`src/rtl/i2c_slave_read.sv`:
```
// i2c_slave_read -- slave-side I2C receive engine.
// Samples SDA on every synchronized SCL rising edge and hands each bit to the
// controller as a one-cycle rd_ld strobe with data_o. Watches SDA while SCL
// is high: in bit 0 a transition is a START/STOP, in bits 1..7 a bus error.
// Any ending (normal or aborted) raises rd_finish, held until rd_en drops.
//
// Ports:
//   clk, rst_n            system clock, async active-low reset
//   rd_en                 1 = perform read, 0 = return to idle / clear status
//   is_byte               1 = 8 bits MSB first, 0 = single bit (latched on start)
//   rd_ld, data_o         received-bit strobe and bit value
//   rd_finish             transaction complete
//   get_start, get_stop   START / STOP seen during bit 0
//   bus_err               SDA moved while SCL high in bits 1..7
//   scl_i, sda_i          asynchronous bus lines
//
// Optional: define I2C_SLAVE_READ_GLITCH_FILTER_EN to add a 2-sample filter
// behind the synchronizers (one extra clock of latency, rejects 1-clk glitches).
module i2c_slave_read #(
  parameter int SYNC_STAGES = 2  // >= 2
) (
  input  logic clk,
  input  logic rst_n,
  input  logic rd_en,
  input  logic is_byte,
  output logic rd_ld,
  output logic data_o,
  output logic rd_finish,
  output logic get_start,
  output logic get_stop,
  output logic bus_err,
  input  logic scl_i,
  input  logic sda_i
);

  typedef enum logic [1:0] {IDLE, WAIT_HIGH, HIGH, DONE} state_t;

  // synchronizers, preset to the idle-bus level
  logic [SYNC_STAGES-1:0] scl_sync, sda_sync;
  always_ff @(posedge clk or negedge rst_n) begin
    if (!rst_n) begin
      scl_sync <= '1;
      sda_sync <= '1;
    end else begin
      scl_sync <= {scl_sync[SYNC_STAGES-2:0], scl_i};
      sda_sync <= {sda_sync[SYNC_STAGES-2:0], sda_i};
    end
  end

  logic scl_s, sda_s;

`ifdef I2C_SLAVE_READ_GLITCH_FILTER_EN
  // hist holds the previous synchronized sample; the filtered value follows
  // the synchronizer only when the last two samples agree.
  logic scl_hist, sda_hist, scl_filt, sda_filt;
  always_ff @(posedge clk or negedge rst_n) begin
    if (!rst_n) begin
      scl_hist <= 1'b1;
      sda_hist <= 1'b1;
      scl_filt <= 1'b1;
      sda_filt <= 1'b1;
    end else begin
      scl_hist <= scl_sync[SYNC_STAGES-1];
      sda_hist <= sda_sync[SYNC_STAGES-1];
      scl_filt <= scl_s;
      sda_filt <= sda_s;
    end
  end
  assign scl_s = (scl_sync[SYNC_STAGES-1] == scl_hist) ? scl_hist : scl_filt;
  assign sda_s = (sda_sync[SYNC_STAGES-1] == sda_hist) ? sda_hist : sda_filt;
`else
  assign scl_s = scl_sync[SYNC_STAGES-1];
  assign sda_s = sda_sync[SYNC_STAGES-1];
`endif

  logic scl_prev;
  always_ff @(posedge clk or negedge rst_n) begin
    if (!rst_n) scl_prev <= 1'b1;
    else        scl_prev <= scl_s;
  end

  logic scl_rise, scl_fall;
  assign scl_rise =  scl_s & ~scl_prev;
  assign scl_fall = ~scl_s &  scl_prev;

  // FSM + datapath registers
  state_t     state_q, state_d;
  logic [2:0] cnt_q, cnt_d;
  logic       byte_q, byte_d;
  logic       bit_q, bit_d;
  logic       ld_q, ld_d;
  logic       start_q, start_d;
  logic       stop_q, stop_d;
  logic       err_q, err_d;

  always_ff @(posedge clk or negedge rst_n) begin
    if (!rst_n) begin
      state_q <= IDLE;
      cnt_q   <= '0;
      byte_q  <= 1'b0;
      bit_q   <= 1'b0;
      ld_q    <= 1'b0;
      start_q <= 1'b0;
      stop_q  <= 1'b0;
      err_q   <= 1'b0;
    end else begin
      state_q <= state_d;
      cnt_q   <= cnt_d;
      byte_q  <= byte_d;
      bit_q   <= bit_d;
      ld_q    <= ld_d;
      start_q <= start_d;
      stop_q  <= stop_d;
      err_q   <= err_d;
    end
  end

  always_comb begin
    state_d = state_q;
    cnt_d   = cnt_q;
    byte_d  = byte_q;
    bit_d   = bit_q;
    ld_d    = 1'b0;
    start_d = start_q;
    stop_d  = stop_q;
    err_d   = err_q;
    case (state_q)
      IDLE: begin
        start_d = 1'b0;
        stop_d  = 1'b0;
        err_d   = 1'b0;
        if (rd_en) begin
          byte_d  = is_byte;
          cnt_d   = '0;
          state_d = WAIT_HIGH;
        end
      end
      WAIT_HIGH: begin
        // only a fresh rising edge samples; a high phase already in
        // progress when rd_en rose is skipped
        if (scl_rise) begin
          bit_d   = sda_s;
          ld_d    = 1'b1;
          state_d = HIGH;
        end
      end
      HIGH: begin
        if (scl_s) begin
          if (sda_s != bit_q) begin
            // captured 1 -> SDA fell = START; captured 0 -> SDA rose = STOP
            if (cnt_q == 3'd0) begin
              start_d = bit_q;
              stop_d  = ~bit_q;
            end else begin
              err_d = 1'b1;
            end
            state_d = DONE;
          end
        end else if (scl_fall) begin
          if (!byte_q || cnt_q == 3'd7) begin
            state_d = DONE;
          end else begin
            cnt_d   = cnt_q + 3'd1;
            state_d = WAIT_HIGH;
          end
        end
      end
      DONE: ;
      default: state_d = IDLE;
    endcase
    // dropping rd_en abandons whatever is in flight, without a finish
    if (!rd_en) begin
      state_d = IDLE;
      cnt_d   = '0;
      ld_d    = 1'b0;
      start_d = 1'b0;
      stop_d  = 1'b0;
      err_d   = 1'b0;
    end
  end

  assign rd_ld     = ld_q;
  assign data_o    = ld_q & bit_q;
  assign rd_finish = (state_q == DONE);
  assign get_start = start_q;
  assign get_stop  = stop_q;
  assign bus_err   = err_q;

endmodule

```
`config.mk`:
```
export PLATFORM = sky130hd
export DESIGN_NAME = i2c_slave_read
export DESIGN_NICKNAME = d
export VERILOG_FILES = /design/src/rtl/i2c_slave_read.sv
export SDC_FILE = /design/constraint.sdc
export NUM_CORES = 1
export LEC_CHECK = 0
export CORE_UTILIZATION = 40
export CTS_CLUSTER_SIZE = 30
export DETAILED_ROUTE_END_ITERATION = 8
export SLEW_MARGIN = 20
export SYNTH_ARGS = -nofsm -noshare
export SYNTH_HDL_FRONTEND = slang
export SYNTH_SLANG_ARGS = --single-unit
```
`constraint.sdc`:
```
create_clock -name clk -period 2.25 [get_ports clk]
set_input_delay 0.45 -clock clk [delete_from_list [all_inputs] [get_ports clk]]
set_output_delay 0.45 -clock clk [all_outputs]
set_load 0.05 [all_outputs]
```
# [Word level (Yosys, flattened, before mapping)]
# Cells that the tools add are included.
[totals] out_inout_bits=6 inputBits=6 reg_bits=16
[op_classes] muxes=30 n_reduce_logical=10 add_sub_neg=1 bitwise_logic=6 n_eq_ne=17
[op_table] operator="!= test 3 bit (second input constant)" count=8
[op_table] operator="AND reduction 4 bit" count=4
[op_table] operator="two-way mux 1 bit" count=15
[op_table] operator="two-way mux 2 bit" count=6
[op_table] operator="two-way mux 3 bit" count=4
[op_table] operator="!= test 4 bit (second input constant)" count=2
[op_table] operator="one-hot mux 1 bit (2 select lines)" count=3
[op_table] operator="one-hot mux 2 bit (3 select lines)" count=1
[op_table] operator="one-hot mux 3 bit (2 select lines)" count=1
[op_table] operator="equality test 2 bit (second input constant)" count=2
[op_table] operator="!= test 4 x 1 -> 1 bit (second input constant)" count=1
[op_table] operator="AND reduction 2 bit" count=2
[op_table] operator="adder 3 x 1 -> 3 bit (second input constant)" count=1
[op_table] operator="bitwise AND 1 bit" count=3
[op_table] operator="equality test 3 bit (second input constant)" count=1
[op_table] operator="logical NOT 3 bit" count=1
[op_table] operator="!= test 3 x 1 -> 1 bit (second input constant)" count=1
[op_table] operator="NOT 1 bit" count=3
[op_table] operator="equality test 2 x 1 -> 1 bit (second input constant)" count=1
[op_table] operator="logical NOT 2 bit" count=1
[op_table] operator="logical NOT 1 bit" count=1
[op_table] operator="logical OR 1 bit" count=1
[op_table] operator="!= test 1 bit" count=1

# [Logic depth before layout (Yosys ltp)]
# Gate-level depths: netlist of run 1.
[logic_depth] word_depth=7 mapped_depth=7 mapped_depth_nobuf=6

# [Worst setup path after synthesis of run 1]
# No wires, ideal clock.
[synth_timing] path_type="register -> register" from="register cnt_q[0]" to="register cnt_q[2]" path_slack_ns=0.579 t_required_ns=2.129 arrival_ns=1.549 path_stages_with_launch=7 setup_time_ns=0.121 cell_sequence="dfrtp_1 > ha_1 > ha_1 > and4bb_2 > mux2_2 > a22oi_1 > nor2_1"
[synth_via] elab_chain_cells=6 elab_cells_between_ends=10
[synth_lines] item="start, declared" line_no="88" rtl="logic [2:0] cnt_q, cnt_d;"
[synth_lines] item="start signal, assigned" line_no="108" rtl="cnt_q <= cnt_d;"
[synth_lines] item="adder 3 x 1 -> 3 bit" line_no="163" rtl="cnt_d = cnt_q + 3'd1;"
[synth_lines] item="two-way mux 3 bit" line_no="160" rtl="if (!byte_q || cnt_q == 3'd7) begin"
[synth_lines] item="two-way mux 3 bit" line_no="159" rtl="end else if (scl_fall) begin"
[synth_lines] item="two-way mux 3 bit" line_no="148" rtl="if (scl_s) begin"
[synth_lines] item="one-hot mux 3 bit (2 select lines)" line_no="127" rtl="case (state_q)"
[synth_lines] item="two-way mux 3 bit" line_no="172" rtl="if (!rd_en) begin"
# Several ways; a longest one is shown, not always the timed one. The select of a mux whose other input is x is not followed.
# A chain may end at the register's enable or synchronous reset.

# [Worst setup path after layout of run 1]
[layout_timing] from="register state_q[0]" to="output port rd_finish"
[layout_via] elab_chain_cells=1
[layout_lines] item="start, declared" line_no="87" rtl="state_t state_q, state_d;"
[layout_lines] item="start signal, assigned" line_no="107" rtl="state_q <= state_d;"
[layout_lines] item="equality test 2 bit" line_no="184" rtl="assign rd_finish = (state_q == DONE);"
[layout_lines] item="end, declared" line_no="28" rtl="output logic rd_finish,"
# No other way between the ends.

==> metrics.cfg, run 1 <==
[finish]
drive_gt1_share_pct=16.1
area_growth_pct=21.6
diodes=0
layout.nets=101

[routing]
routed_wl_microns=1350
dr.pass1.iters=4
via_per_inst=5.10
drc=0
num_vias=571
wl_per_cell_microns=12.0
ant_nets=0
initialDrtViolationCount=15

[clocking]
tritoncts=built
root_buffer=clkbuf_4
post_cts.repair.setup_buffers=0
h-tree-depth=1
ctsHoldBuffers=0
worstSkewPairLatency_ps=290
cts-buffers-inserted=3
cts_resized=0
clk_pin_slew_ps=100
cts_buffer_depth=2
clock_sinks=16

[grt]
gr-total-overflow=0
grt_pass1_vias=490
grt_usage_pct=14.3
grt_start_max_net_pins=17
grt_first_pass_wirelength_microns=2080
antenna_found_initial=0

[synth]
synth_compound_area_share_pct=12.1
ys_types=27
synth_top_area_cell=dfrtp_1
synth-adder-area-share_pct=11.0
syn_inst=73
syn-cell-area_sq_um=800
synth_top_area_share_pct=34.4
syn-num-nets=86
ys_seq_elements=16
synth_warnings=0
synthTopCellsByArea=dfrtp_1 34%, dfstp_2 16%, ha_1 11%
yosysSeqAreaShare_pct=50.9
synth.avg_cell_area_sq_um=11.0
synthMuxAreaShare_pct=5.63
synth_top_family_by_area=simple AND/OR/NAND/NOR gates
synth_xor_area_share_pct=1.10
synth-simple-area-share_pct=16.0

[die]
dieArea_sq_um=2180
die_w_microns=46.7
num_rows=15
core_area_sq_um=1800
fp.dieH_microns=46.7
start_util_pct=44.4
ioPinCount=12

[outcome]
status=complete, no violations

[worst_setup_path]
path_max_fanout=4
cp.required_ps=1800
crit_arrival_ps=1650
cp-start-kind=register
critPathKind=register to primary output
endpoint_kind=primary output

[placed_design]
port_buffers=11
gp_congestion=0.762
dpl.hpwl_microns=1010

[sta]
slew_headroom_pct=54.2
post-route-period-util_pct=93.3
max_freq_mhz=476
post-route-min-period_ps=2100
hold_violations=0
finalMaxSlewViolations=0
rsz0062_at_grt=no
finalSetupViolations=0
tightest_slew_ps=685
whs_ps=349
skew_ps=7.92
setup_tns_ps=0

[flow_run]
cap_viol_max_count=0

[power_and_ir_drop]
max-vdd-ir-drop_v=0.000486
p_per_area_nw_per_um2=770
leakagePower_nw=0.425
power.total_uw=749

[worst_hold_path]
min_path_type=register to register

==> path summary, 6_finish.rpt <==
check,from,endpoint,slack (ps),depth (start not counted)
min in group asynchronous,rst_n,state_q[0]$_DFFE_PN0P_,570,1
worst max register to register,state_q[0]$_DFFE_PN0P_,bus_err$_DFFE_PN0P_,470,6
max in group asynchronous,rst_n,cnt_q[1]$_DFFE_PN0P_,1240,1
worst max-delay path,state_q[0]$_DFFE_PN0P_,rd_finish,150,2
worst min register to register,sda_sync[0]$_DFF_PN1_,sda_sync[1]$_DFF_PN1_,350,0
worst min-delay path,sda_sync[0]$_DFF_PN1_,sda_sync[1]$_DFF_PN1_,350,0
==> report_power, final <==
part	switching (mW)	internal, mW
Clock	0.0890	0.0985
Sequential	0.0332	0.325
Combinational	0.110	0.0932
Total	0.232	0.517
==> state kept, by name (all words and copies together), names as in the netlist <==
| register | count |
|---|---|
| byte_q | 1 |
| bus_err | 1 |
| scl_prev | 1 |
| get_stop | 1 |
| cnt_q | 3 |
| sda_sync | 2 |
| scl_sync | 2 |
| state_q | 2 |
| get_start | 1 |
| bit_q | 1 |
| rd_ld | 1 |
==> cells by family (layout without fill, tap and decap cells) <==
group,Yosys count,in the layout
and+or+nand+nor,24,24
DFF,16,16
AOI/OAI and AO/OA,14,14
adders and majority gates,7,7
buffers and inverters,7,21
muxes,4,4
xor gates and xnor gates,1,1
==> worst max-delay path: stages, from the launching register on <==
cell and delay (ps):
dfrtp_1 410, ha_1 160, clkdlybuf4s50_1 790
==> metal layers <==
| metal | GRT usage, % | share of wire (%) | vias up | routed length (microns) |
|---|---|---|---|---|
| met3 | 5.88 | 3.6 | 2 | 48 |
| met5 | 0 | 0 | - | 0 |
| li1 | - | - | 284 | - |
| met2 | 21.9 | 47 | 12 | 633 |
| met4 | 6.86 | 0.97 | 0 | 13 |
| met1 | 17.5 | 48 | 273 | 649 |
==> metrics by stage <==
stage | cells | cell area [sq um] | setup WS (ps) | util [%]
6_report | 112 | 972 | 151 | 54.0
3_3_place_gp | 108 | 936 | 292 | 51.9
2_1_floorplan | 73 | 800 | 579 | -
4_1_cts | 112 | 972 | 137 | 54.0
3_5_place_dp | 108 | 936 | 234 | 51.9
5_1_grt | 112 | 972 | 74.5 | 54.0
==> cells in the final DEF, fill, tap and decap left out, drive strengths merged, types with 2 or more instances in the layout <==
cell type       n
clkbuf          4
clkdlybuf4s50  11
mux2            4
ha              7
o21a            2
dfstp           5
nand3           2
dfrtp          11
o31ai           2
inv             6
nand2           5
nor2b           2
nor2            8
o21ai           4
==> cells in the mapped netlist, drive strengths merged <==
| library cell | count |
|---|---|
| nand2 | 5 |
| o21ai | 4 |
| o22ai | 1 |
| a22oi | 1 |
| o21a | 2 |
| mux2 | 4 |
| a22o | 1 |
| dfrtp | 11 |
| nor2b | 2 |
| nor2 | 8 |
| nand3 | 2 |
| a311oi | 1 |
| inv | 6 |
| nand3b | 1 |
| and2 | 1 |
| and4bb | 1 |
| a21oi | 1 |
| nand2b | 1 |
| clkbuf | 1 |
| xor2 | 1 |
| nor3b | 1 |
| o31ai | 2 |
| nand4 | 1 |
| dfstp | 5 |
| or4b | 1 |
| ha | 7 |
| a32o | 1 |
==> final cells by class <==
type / count / area (sq um)
Clock buffer: 4 / 36.3
Fill cell: 173 / 830
Inverter: 6 / 22.5
Multi-Input combinational cell: 50 / 365
Sequential cell: 16 / 407
Tap cell: 25 / 31.3
Timing Repair Buffer: 11 / 110
Power figures use the tool's default switching activity.
==> inputs of run 2 (changes only) <==
--- a/config.mk
+++ b/config.mk
@@ -5,9 +5,11 @@
 export SDC_FILE = /design/constraint.sdc
 export NUM_CORES = 1
 export LEC_CHECK = 0
-export CORE_UTILIZATION = 40
+export CAP_MARGIN = 20
+export CORE_UTILIZATION = 51
 export CTS_CLUSTER_SIZE = 30
 export DETAILED_ROUTE_END_ITERATION = 8
+export PLACE_DENSITY = 0.76
 export SLEW_MARGIN = 20
 export SYNTH_ARGS = -nofsm -noshare
 export SYNTH_HDL_FRONTEND = slang
==> metrics.cfg, run 2 (synthesis results as in run 1) <==
[placed_design]
port_buffers=11  ; unchanged
gp_congestion=0.857  ; was 0.762
dpl.hpwl_microns=1040  ; was 1010 microns

[clocking]
worstSkewPairLatency_ps=280  ; was 290 ps
h-tree-depth=1  ; unchanged
clk_pin_slew_ps=90  ; was 100 ps
post_cts.repair.setup_buffers=0  ; unchanged
ctsHoldBuffers=0  ; unchanged
tritoncts=built  ; unchanged
root_buffer=clkbuf_4  ; unchanged
cts-buffers-inserted=3  ; unchanged
cts_resized=0  ; unchanged
cts_buffer_depth=2  ; unchanged
clock_sinks=16  ; unchanged

[die]
die_w_microns=41.6  ; was 46.7 microns
start_util_pct=57.8  ; was 44.4%
fp.dieH_microns=41.6  ; was 46.7 microns
dieArea_sq_um=1730  ; was 2180 sq um
core_area_sq_um=1380  ; was 1800 sq um
ioPinCount=12  ; unchanged
num_rows=13  ; was 15

[worst_setup_path]
critPathKind=register to primary output  ; unchanged
cp_top_family=buffers and inverters  ; unchanged
crit_cells=2  ; unchanged
cp-startpoint=bit_q$_DFFE_PN0P_  ; was state_q[0]$_DFFE_PN0P_
cp_cell_sequence=and2_1 -> clkdlybuf4s50_1  ; was ha_1 -> clkdlybuf4s50_1
cp-start-kind=register  ; unchanged
crit_arrival_ps=1660  ; was 1650 ps
r2r_start=cnt_q[0]$_DFFE_PN0P_  ; was state_q[0]$_DFFE_PN0P_
path_buf_inv=1  ; unchanged
r2r_end=cnt_q[2]$_DFFE_PN0P_  ; was bus_err$_DFFE_PN0P_
endpoint_kind=primary output  ; unchanged
setup.worst_path.end=data_o  ; was rd_finish
slowest_delay_ps=790  ; about the same
ff2ff_setup_slack_ps=410  ; was 470 ps
path_max_fanout=5  ; was 4
cp.required_ps=1800  ; about the same
critPathSlowestCell=clkdlybuf4s50_1  ; unchanged
reg2reg_depth=6  ; unchanged

[finish]
layout.nets=101  ; unchanged
drive_gt1_share_pct=16.1  ; unchanged
largest-register=cnt_q  ; unchanged
diodes=0  ; unchanged
largest_register_ffs=3  ; unchanged
fillers=110  ; was 173
layout_common_cells=11 x dfrtp_1, 11 x clkdlybuf4s50_1, 8 x nor2_1  ; unchanged
area_growth_pct=20.0  ; was 21.6%

[sta]
slew_headroom_pct=55.5  ; was 54.2%
post-route-period-util_pct=93.7  ; was 93.3%
hold_violations=0  ; unchanged
setup_tns_ps=0  ; unchanged
whs_ps=360  ; was 349 ps
max_freq_mhz=475  ; was 476 MHz
skew_ps=4.03  ; was 7.92 ps
tightest_slew_ps=665  ; was 685 ps
post-route-min-period_ps=2110  ; was 2100 ps
rsz0062_at_grt=no  ; unchanged
finalMaxSlewViolations=0  ; unchanged
finalSetupViolations=0  ; unchanged

[routing]
drc=0  ; unchanged
num_vias=602  ; was 571
ant_nets=0  ; unchanged
wl_per_cell_microns=13.7  ; was 12.0 microns
routed_wl_microns=1390  ; was 1350 microns
initialDrtViolationCount=15  ; unchanged
dr.pass1.iters=4  ; unchanged
via_per_inst=5.90  ; was 5.10

[power_and_ir_drop]
leakagePower_nw=0.425  ; unchanged
power.total_uw=753  ; was 749 uW
max-vdd-ir-drop_v=0.000527  ; was 0.000486 V
p_per_area_nw_per_um2=785  ; was 770 nW/um^2

[grt]
grt_start_max_net_pins=17  ; unchanged
antenna_found_initial=0  ; unchanged
gr-total-overflow=0  ; unchanged
grt_first_pass_wirelength_microns=2440  ; was 2080 microns
grt_pass1_vias=565  ; was 490
grt_usage_pct=18.8  ; was 14.3%

[flow_run]
cap_viol_max_count=0  ; unchanged

[outcome]
status=complete, no violations  ; unchanged

[worst_hold_path]
min_path_type=register to register  ; unchanged
min_path_cells=0  ; unchanged
min_from=sda_sync[0]$_DFF_PN1_  ; unchanged

## run 2: layer usage
| metal | wire [microns] | share of wire (%) | GRT usage (%) |
|---|---|---|---|
| met1 | 637 | 46 | 22.8 |
| met2 | 661 | 47 | 31.3 |
| met3 | 67 | 4.8 | 3.91 |
| met4 | 28 | 2.0 | 9.68 |
| met5 | 0 | 0 | 0 |
## run 2: final cells by class
class                   instances  area, sq um  share of cell area, %
clock buffers                   4         36.3                   3.78
repair buffers                 11          110                   11.5
multi-input cells              50          365                   38.1
inverters                       6         22.5                   2.35
well taps                      15         18.8                   1.96
flip-flops and latches         16          407                   42.4
## run 2: worst reg2reg max path: stages (launching register included)
cell,delay [ps]
dfrtp_1,430
ha_1,240
ha_1,210
and4bb_2,310
mux2_2,330
a22oi_1,140
nor2_1,60
## run 2: worst min path at each step
stage	end	slack, ps
after floorplan	bit_q$_DFFE_PN0P_	150
after global placement	sda_sync[1]$_DFF_PN1_	350
after detailed placement	scl_sync[1]$_DFF_PN1_	350
after CTS	sda_sync[1]$_DFF_PN1_	360
after global routing	sda_sync[1]$_DFF_PN1_	360
final	sda_sync[1]$_DFF_PN1_	360
## run 2: metrics by stage
stage	area, sq um	std cells	worst slack, ps	util [%]
floorplan	800	73	579	-
global placement	923	98	314	66.8
detailed placement	923	98	252	66.8
CTS	960	102	142	69.4
global route	960	102	57.7	69.4
finish	960	102	143	69.4
## run 2: report_power, final
group | leakage [nW] | total [mW] | internal [mW] | switching, mW
sequential | 0.200 | 0.360 | 0.325 | 0.0351
clock | 0.0210 | 0.188 | 0.0985 | 0.0891
combinational | 0.203 | 0.205 | 0.0934 | 0.112
==> inputs of run 3 (changes only) <==
--- a/config.mk
+++ b/config.mk
@@ -6,10 +6,10 @@
 export NUM_CORES = 1
 export LEC_CHECK = 0
 export CAP_MARGIN = 20
-export CORE_UTILIZATION = 51
+export CORE_UTILIZATION = 46
 export CTS_CLUSTER_SIZE = 30
 export DETAILED_ROUTE_END_ITERATION = 8
-export PLACE_DENSITY = 0.76
+export PLACE_DENSITY = 0.72
 export SLEW_MARGIN = 20
 export SYNTH_ARGS = -nofsm -noshare
 export SYNTH_HDL_FRONTEND = slang
==> constraint.sdc (replaced) <==
create_clock -name clk -period 1.8 [get_ports clk]
set_input_delay 0.36 -clock clk [delete_from_list [all_inputs] [get_ports clk]]
set_output_delay 0.36 -clock clk [all_outputs]
set_load 0.05 [all_outputs]
==> metrics.cfg, run 3 (synthesis results as in run 1) <==
[clocking]
ctsHoldBuffers=0  ; unchanged
clock_sinks=16  ; unchanged
cts-buffers-inserted=3  ; unchanged
clk_pin_slew_ps=100  ; was 90 ps
cts_buffer_depth=2  ; unchanged
worstSkewPairLatency_ps=280  ; about the same
root_buffer=clkbuf_4  ; unchanged
tritoncts=built  ; unchanged
h-tree-depth=1  ; unchanged

[worst_hold_path]
min_path_type=register to register  ; unchanged
min_from=sda_sync[0]$_DFF_PN1_  ; unchanged
min_path_cells=0  ; unchanged

[sta]
hold_violations=0  ; unchanged
slew_headroom_pct=71.5  ; was 55.5%
tightest_slew_ps=426  ; was 665 ps
max_freq_mhz=568
rsz0062_at_grt=no  ; unchanged
finalMaxSlewViolations=0  ; unchanged
skew_ps=12.3  ; was 4.03 ps
setup_tns_ps=0  ; unchanged
finalSetupViolations=0  ; unchanged
post-route-min-period_ps=1760
post-route-period-util_pct=97.8
timing.final.ws_setup_ps=40.1  ; was 143 ps

[power_and_ir_drop]
leakagePower_nw=0.473  ; was 0.425 nW
max-vdd-ir-drop_v=0.000658  ; was 0.000527 V
p_per_area_nw_per_um2=955  ; was 785 nW/um^2

[worst_setup_path]
r2r_start=cnt_q[0]$_DFFE_PN0P_  ; unchanged
critPathKind=register to register  ; was register to primary output
endpoint_kind=register  ; was primary output
cp.required_ps=1970  ; was 1800 ps
crit_arrival_ps=1930  ; was 1660 ps
cp-start-kind=register  ; unchanged
cp-startpoint=cnt_q[0]$_DFFE_PN0P_  ; was bit_q$_DFFE_PN0P_
critPathSlowestCell=dfrtp_1  ; was clkdlybuf4s50_1
path_max_fanout=4  ; was 5
reg2reg_depth=6  ; unchanged
slowest_delay_ps=440  ; was 790 ps
cp_cell_sequence=ha_2 -> ha_1 -> and4bb_2 -> mux2_2 -> a22oi_1 -> nor2_1  ; was and2_1 -> clkdlybuf4s50_1

[flow_run]
cap_viol_max_count=0  ; unchanged

[die]
ioPinCount=12  ; unchanged
num_rows=14  ; was 13
start_util_pct=51.3  ; was 57.8%
fp.dieH_microns=43.7  ; was 41.6 microns
die_w_microns=43.7  ; was 41.6 microns
dieArea_sq_um=1910  ; was 1730 sq um
core_area_sq_um=1560  ; was 1380 sq um

[grt]
antenna_found_initial=0  ; unchanged
grt_usage_pct=18.0  ; was 18.8%
grt_pass1_vias=572  ; was 565
grt_start_max_net_pins=11  ; was 17
gr-total-overflow=0  ; unchanged
grt_first_pass_wirelength_microns=2490  ; was 2440 microns

[placed_design]
gp_congestion=0.817  ; was 0.857
place_ws_ps=37.3  ; was 252 ps
port_buffers=11  ; unchanged
dpl.hpwl_microns=1130  ; was 1040 microns

[routing]
initialDrtViolationCount=16  ; was 15
dr.max_layer_used=met4  ; unchanged
dr.pass1.iters=6  ; was 4
wl_met2_microns=694  ; was 661 microns
via_per_inst=5.37  ; was 5.90
wl_met3_microns=55  ; was 67 microns
num_vias=591  ; was 602
wl_met1_microns=721  ; was 637 microns
wl_per_cell_microns=13.5  ; was 13.7 microns
routed_wl_microns=1480  ; was 1390 microns
drc=2  ; was 0
ant_nets=0  ; unchanged

[finish]
area_growth_pct=27.5  ; was 20.0%
final_common_cell=buf_4
layout_common_cells=12 x buf_4, 11 x dfrtp_1, 8 x nor2_1  ; was 11 x dfrtp_1, 11 x clkdlybuf4s50_1, 8 x nor2_1
fillers=111  ; was 110
largest_register_ffs=3  ; unchanged
largest-register=cnt_q  ; unchanged
multi_input_area_sq_um=374  ; was 365 sq um
layout.nets=108  ; was 101
diodes=0  ; unchanged
seq_area_sq_um=407  ; unchanged
drive_gt1_share_pct=30.9  ; was 16.1%

[outcome]
status=finished, violations left  ; was complete, no violations
violations=design-rule violations

## run 3: cell count changes in the layout (fill, tap and decap cells not counted), sizes merged
cell           previous run  this run
buf                       0        13
clkdlybuf4s50            11         5
## run 3: per-stage QoR
stage	power, mW	cell area, sq um	utilization [%]	hold slack (ps)	instances
4_1_cts	0.969	1000	64.4	362	109
2_1_floorplan	0.638	800	-	64.4	73
6_report	0.974	1020	65.4	361	110
3_5_place_dp	0.734	967	62.0	349	105
3_3_place_gp	0.721	967	62.0	347	105
5_1_grt	1.04	1020	65.4	366	110
## run 3: layer usage
| layer | global-route usage (%) | up-vias |
|---|---|---|
| met1 | 23.8 | 279 |
| met4 | 7.50 | 0 |
| li1 | - | 297 |
| met3 | 3.75 | 2 |
| met5 | 0 | - |
| met2 | 28.7 | 13 |
## run 3: final cells by class
class | instances | area share, %
inverters | 6 | 2.21
clock buffers | 4 | 3.56
well taps | 16 | 1.96
flip-flops and latches | 16 | 39.9
multi-input cells | 50 | 36.7
repair buffers | 18 | 15.7
## run 3: worst paths after layout
check | end | slack [ps]
max | cnt_q[2]$_DFFE_PN0P_ | 40
min | sda_sync[1]$_DFF_PN1_ | 360
max reg2reg | cnt_q[2]$_DFFE_PN0P_ | 40
min reg2reg | sda_sync[1]$_DFF_PN1_ | 360
max in group asynchronous | rd_ld$_DFF_PN0_ | 960
min in group asynchronous | byte_q$_DFFE_PN0P_ | 370
## run 3: worst max-delay path, delay by kind of cell (launching register included)
family,cells,cell delay (ps)
AO/OA/AOI/OAI,1,130
adder cells (fa/ha/maj),2,370
flip-flops,1,440
multiplexers,1,330
AND/OR/NAND/NOR,2,370
## run 3: power by group
group	total [mW]	switching, mW	internal, mW
combinational	0.286	0.151	0.135
clock	0.236	0.113	0.123
sequential	0.452	0.0455	0.407
## run 3: what timing repair did
action / CTS / global route
gates resized for setup: 0 / 2
buffers inserted: 0 / 1
endpoints found under the setup margin: 0 / 2
